### config.mk
export PLATFORM = sky130hd
export DESIGN_NAME = uart_param_tx
export DESIGN_NICKNAME = d
export VERILOG_FILES = /design/src/rtl/uart_param_tx.sv
export SDC_FILE = /design/constraint.sdc
export NUM_CORES = 1
export LEC_CHECK = 0
export ABC_AREA = 1
export BUFFER_PORTS_ARGS = -buffer_cell sky130_fd_sc_hd__buf_4
export CORE_MARGIN = 4
export CORE_UTILIZATION = 40
export DETAILED_ROUTE_END_ITERATION = 16
export GPL_ROUTABILITY_DRIVEN = 0
export PLACE_DENSITY = 0.62
export SYNTH_ARGS = -nofsm -noshare
export SYNTH_HDL_FRONTEND = slang
export SYNTH_SLANG_ARGS = --single-unit
### constraint.sdc
create_clock -name sys_clk -period 2.1 [get_ports sys_clk]
set_input_delay 0.525 -clock sys_clk [delete_from_list [all_inputs] [get_ports sys_clk]]
set_output_delay 0.525 -clock sys_clk [all_outputs]
set_load 0.01 [all_outputs]
### src/rtl/uart_param_tx.sv
// Parameter report framer: on a report request, snapshots freq/wave and sends
// a 7-byte frame (head, freq x3, wave, checksum, tail) over a send_en/tx_busy UART handshake.
module uart_param_tx #(
    parameter logic [7:0]  HEAD_BYTE = 8'hAA,
    parameter logic [7:0]  TAIL_BYTE = 8'h55,
    parameter int unsigned BUSY_WAIT = 15
) (
    input  logic        sys_clk,
    input  logic        sys_rst_n,
    input  logic        report_req,
    input  logic [23:0] freq,
    input  logic [7:0]  wave,
    input  logic        tx_busy,
    output logic        send_en,
    output logic [7:0]  send_data,
    output logic        frame_busy,
    output logic        frame_done
);
    localparam int unsigned CNT_W = 4;
    localparam int unsigned IDX_W = 3;
    localparam logic [IDX_W-1:0] LAST_IDX = IDX_W'(6);
    localparam logic [CNT_W-1:0] WAIT_MAX = CNT_W'(BUSY_WAIT);

    typedef enum logic [2:0] {
        IDLE,
        LOAD,
        STROBE,
        WAIT_BUSY,
        WAIT_IDLE,
        DONE
    } state_t;

    state_t           state;
    logic             d0;
    logic             d1;
    logic             req_flag;
    logic             pending;
    logic [IDX_W-1:0] byte_idx;
    logic [CNT_W-1:0] wait_cnt;
    logic [23:0]      freq_q;
    logic [7:0]       wave_q;
    logic [7:0]       sum_q;
    logic [7:0]       sum_c;
    logic [7:0]       byte_c;
    logic             byte_sent_c;

    assign req_flag = d0 & ~d1;
    assign sum_c    = freq[23:16] + freq[15:8] + freq[7:0] + wave;

    // A byte is finished when the transmitter goes idle, or when it never
    // acknowledged the strobe within BUSY_WAIT cycles.
    assign byte_sent_c = !tx_busy &&
                         ((state == WAIT_IDLE) ||
                          (state == WAIT_BUSY && wait_cnt == WAIT_MAX));

    always_comb begin
        byte_c = TAIL_BYTE;
        case (byte_idx)
            IDX_W'(0): byte_c = HEAD_BYTE;
            IDX_W'(1): byte_c = freq_q[23:16];
            IDX_W'(2): byte_c = freq_q[15:8];
            IDX_W'(3): byte_c = freq_q[7:0];
            IDX_W'(4): byte_c = wave_q;
            IDX_W'(5): byte_c = sum_q;
            default:   byte_c = TAIL_BYTE;
        endcase
    end

    // Request synchroniser / edge detector
    always_ff @(posedge sys_clk or negedge sys_rst_n) begin
        if (!sys_rst_n) begin
            d0 <= 1'b0;
            d1 <= 1'b0;
        end else begin
            d0 <= report_req;
            d1 <= d0;
        end
    end

    always_ff @(posedge sys_clk or negedge sys_rst_n) begin
        if (!sys_rst_n) begin
            state      <= IDLE;
            pending    <= 1'b0;
            byte_idx   <= '0;
            wait_cnt   <= '0;
            freq_q     <= '0;
            wave_q     <= '0;
            sum_q      <= '0;
            send_en    <= 1'b0;
            send_data  <= 8'h00;
            frame_busy <= 1'b0;
            frame_done <= 1'b0;
        end else begin
            send_en <= 1'b0;
            if (req_flag && state != IDLE) begin
                pending <= 1'b1;
            end
            case (state)
                IDLE: begin
                    if (req_flag || pending) begin
                        freq_q     <= freq;
                        wave_q     <= wave;
                        sum_q      <= sum_c;
                        byte_idx   <= '0;
                        pending    <= 1'b0;
                        frame_busy <= 1'b1;
                        state      <= LOAD;
                    end
                end
                LOAD: begin
                    send_data <= byte_c;
                    state     <= STROBE;
                end
                STROBE: begin
                    send_en  <= 1'b1;
                    wait_cnt <= '0;
                    state    <= WAIT_BUSY;
                end
                WAIT_BUSY: begin
                    if (tx_busy) begin
                        state <= WAIT_IDLE;
                    end else if (wait_cnt != WAIT_MAX) begin
                        wait_cnt <= wait_cnt + 1'b1;
                    end
                end
                WAIT_IDLE: begin
                end
                DONE: begin
                    frame_done <= 1'b0;
                    frame_busy <= 1'b0;
                    state      <= IDLE;
                end
                default: state <= IDLE;
            endcase
            // Shared exit for both wait states
            if (byte_sent_c) begin
                if (byte_idx == LAST_IDX) begin
                    frame_done <= 1'b1;
                    state      <= DONE;
                end else begin
                    byte_idx <= byte_idx + 1'b1;
                    state    <= LOAD;
                end
            end
        end
    end
endmodule
==> impl_metrics.py <==
metrics = {
    "place": {
        "port_buffers": 46,
        "hpwlAfterDp_mm": 6.50,
        "dp_slack_ns": -0.810,
        "dp_cells": 618,
        "post_dp_cell_area_sq_um": 4400,
    },
    "detailed_routing": {
        "ant_nets": 0,
        "drc_errors": 0,
        "dr.pass1.iters": 4,
        "num_vias": 3037,
        "via_per_inst": 4.77,
        "routed_wl_mm": 8.44,
        "drt_iter0_markers": 146,
        "wl_per_cell_um": 13.2,
    },
    "power_and_ir_drop": {
        "pwr-share-comb": 0.434,
        "seqPwrFrac": 0.366,
        "netSwitchingPower_mw": 2.29,
        "p_clk_frac": 0.199,
        "power.leakage_nw": 2.45,
        "switching_share": 0.390,
        "ir_drop_mv": 0.505,
        "power_report.internal_total_mw": 3.58,
        "p_per_area_nw_per_um2": 1260,
    },
    "synthesis": {
        "synth_top_area_share": 0.435,
        "ys_warn_count": 0,
        "syn_inst": 444,
        "synth_area_leaders": "dfrtp_1 43%, nand2_1 14%, inv_1 7.7%",
        "avgSynthCellArea_sq_um": 8.29,
        "ys_ff_latch": 64,
        "yosysSeqAreaShare": 0.435,
        "synth_top_area_cell": "dfrtp_1",
        "syn_area_sq_um": 3680,
        "synth.net_count": 507,
        "synth_cell_types": 33,
    },
    "clock_network": {
        "clock-sinks": 64,
        "cts-root-buf": "clkbuf_8",
        "clk_pin_slew_ns": 0.07,
        "clk_latency_ns": 0.34,
        "cts_max_level": 3,
        "postCtsHoldBufs": 0,
        "cts_buffers": 9,
        "clockBufferDepth": 2,
        "cts_tree": "done",
    },
    "setup_path": {
        "cp-start-kind": "input port",
        "critPathCaptureType": "flop",
        "r2r-start": "state[2]$_DFFE_PN0P_",
        "crit_path_frequent_cell": "inv_2",
        "crit_family": "adder cells",
        "worstPathBufferInverterCount": 5,
        "critPathLaunch": "freq[1]",
        "cpPeakStageDelay_ns": 0.54,
        "crit_type": "in2reg",
        "rr_endpoint": "sum_q[4]$_DFFE_PN0P_",
        "crit_fanout": 2,
        "path_cells": "buf_8, inv_8, fa_1, inv_2, fa_1, ha_2, inv_2, fa_2, inv_2, a31oi_1, and2_1, o21ai_1, nand2_1",
        "r2r_setup_slack_ns": 0.38,
        "ff2ff_path_depth": 7,
        "crit_arrival_ns": 2.74,
        "crit_end": "sum_q[5]$_DFFE_PN0P_",
        "crit_path_top_delay_cell": "fa_1",
        "cp.required_ns": 2.33,
        "cp_num_cells": 13,
    },
    "finish": {
        "multi_input_area_sq_um": 1780,
        "areaGrowthSynthToFinish_pct": 26.8,
        "finalNonFillerCells": 637,
        "fillers": 855,
        "final_nets": 587,
        "stdcell_area_sq_um": 4670,
        "drive_above_1_share": 0.265,
        "final_common_cell": "nand2_1",
        "antennaDiodeCount": 0,
        "regArea_sq_um": 1600,
        "final_cell_mix": "133 x nand2_1, 75 x buf_4, 64 x dfrtp_1",
    },
    "timing": {
        "fmax_mhz": 397,
        "rsz0062_at_grt": "yes",
        "worst_slew_margin_rel": 0.670,
        "setup_ws_ns": -0.416,
        "setup_violations": 6,
        "period_needed_ns": 2.52,
        "tightest_slew_ns": 0.494,
        "finalClockSkew_ns": 0.00540,
        "final_hold_viol_count": 0,
        "setup_tns_ns": -1.74,
        "fin_crit_sh": 1.20,
        "final-max-slew-violation-count": 0,
    },
    "global_route": {
        "grt_pass1_vias": 2988,
        "grt_max_degree": 40,
        "grt_pass1_wl_mm": 14.4,
        "antenna_found_initial": 0,
        "overflow": 0,
        "grt_usage": 0.166,
    },
    "floorplan": {
        "die_w_um": 104,
        "coreArea_sq_um": 8850,
        "io_pins": 47,
        "start_util": 0.416,
        "fp.dieArea_sq_um": 10800,
        "die_y_um": 104,
        "fp-row-count": 34,
    },
    "job": {
        "maxCapViolCount": 0,
    },
    "outcome": {
        "status": "complete, but fails checks",
        "violations": "setup timing",
    },
    "hold_path": {
        "hp-class": "in2async",
    },
}
==> repair_timing <==
item / CTS / global route
endpoints found under the hold margin: 0 / 0
buffers inserted: 3 / 1
setup endpoints to repair: 6 / 6
pin swaps: 13 / 6
resized for setup: 10 / 1
==> cell type report <==
cell class,instances,area share
clock buffer,13,0.0319
clock inverter,3,0.0139
inverter,79,0.0673
multi-input combinational,291,0.380
sequential,64,0.343
tap,108,0.0289
timing repair buffer,79,0.135
==> how the worst min path moves through the flow <==
stage	endpoint	slack, ns	cells after the start
after floorplan	byte_idx[0]$_DFF_PN0_	0.23	0
after global placement	d1$_DFF_PN0_	0.37	0
after detailed placement	d1$_DFF_PN0_	0.36	0
after CTS	d1$_DFF_PN0_	0.09	1
after global routing	d1$_DFF_PN0_	0.09	1
final	d1$_DFF_PN0_	0.09	1
==> worst register-to-register path, stage by stage (launching register included) <==
cell	delay [ns]
dfrtp_1	0.43
nor2_1	0.14
inv_2	0.07
nor2_2	0.11
nand2_2	0.31
inv_2	0.37
nand2_1	0.09
o22ai_1	0.13
==> power groups by stage <==
stage,clock [mW],sequential (mW),combinational [mW]
after floorplan,0,2.11,1.76
after global placement,0,2.15,2.46
after detailed placement,0,2.16,2.52
after CTS,1.20,2.15,2.57
after global routing,1.26,2.21,2.89
final,1.17,2.15,2.55
==> cells by family (layout without fill, tap and decap cells) <==
group                    count (synthesis)  after routing  synth area share
buffers and inverters                   89            174             0.102
AO/OA/AOI/OAI                           76             76             0.126
flip-flops                              64             64             0.435
adder cells (fa/ha/maj)                 27             27             0.120
XOR/XNOR                                 3              3           0.00714
AND/OR/NAND/NOR                        185            185             0.210
==> synth_stat cells, drive strengths merged <==
cell type,count
nor2b,1
a2bb2oi,2
nor3,4
clkbuf,3
xor2,3
o21ai,52
a21oi,11
inv,79
nand3,22
nand4,6
and2,1
a21o,1
a22o,1
dfrtp,64
a21boi,2
nand2,137
buf,7
fa,14
a31oi,2
o22ai,4
nor2,12
or2,2
ha,13
a211oi,1
==> sequential cells by signal, summed over array words and instances, names as in the netlist, 3 cells and up <==
name,cells
wait_cnt,4
sum_q,8
byte_idx,3
state,3
wave_q,8
send_data,8
freq_q,24
==> per-stage QoR <==
stage,hold slack (ns),util,power [mW]
6_report,0.0876,0.528,5.86
3_3_place_gp,0.367,0.497,4.61
3_5_place_dp,0.363,0.497,4.68
2_1_floorplan,0.229,-,3.87
4_1_cts,0.0892,0.527,5.92
5_1_grt,0.0886,0.528,6.36
==> per-layer routing <==
layer | up-vias | wire length (um) | track usage
li1 | 1557 | - | -
met1 | 1419 | 3890 | 0.216
met2 | 54 | 4150 | 0.273
met3 | 7 | 327 | 0.0472
met4 | 0 | 68 | 0.0399
met5 | - | 0 | 0
Note: power is estimated with default switching activity, not from simulation.
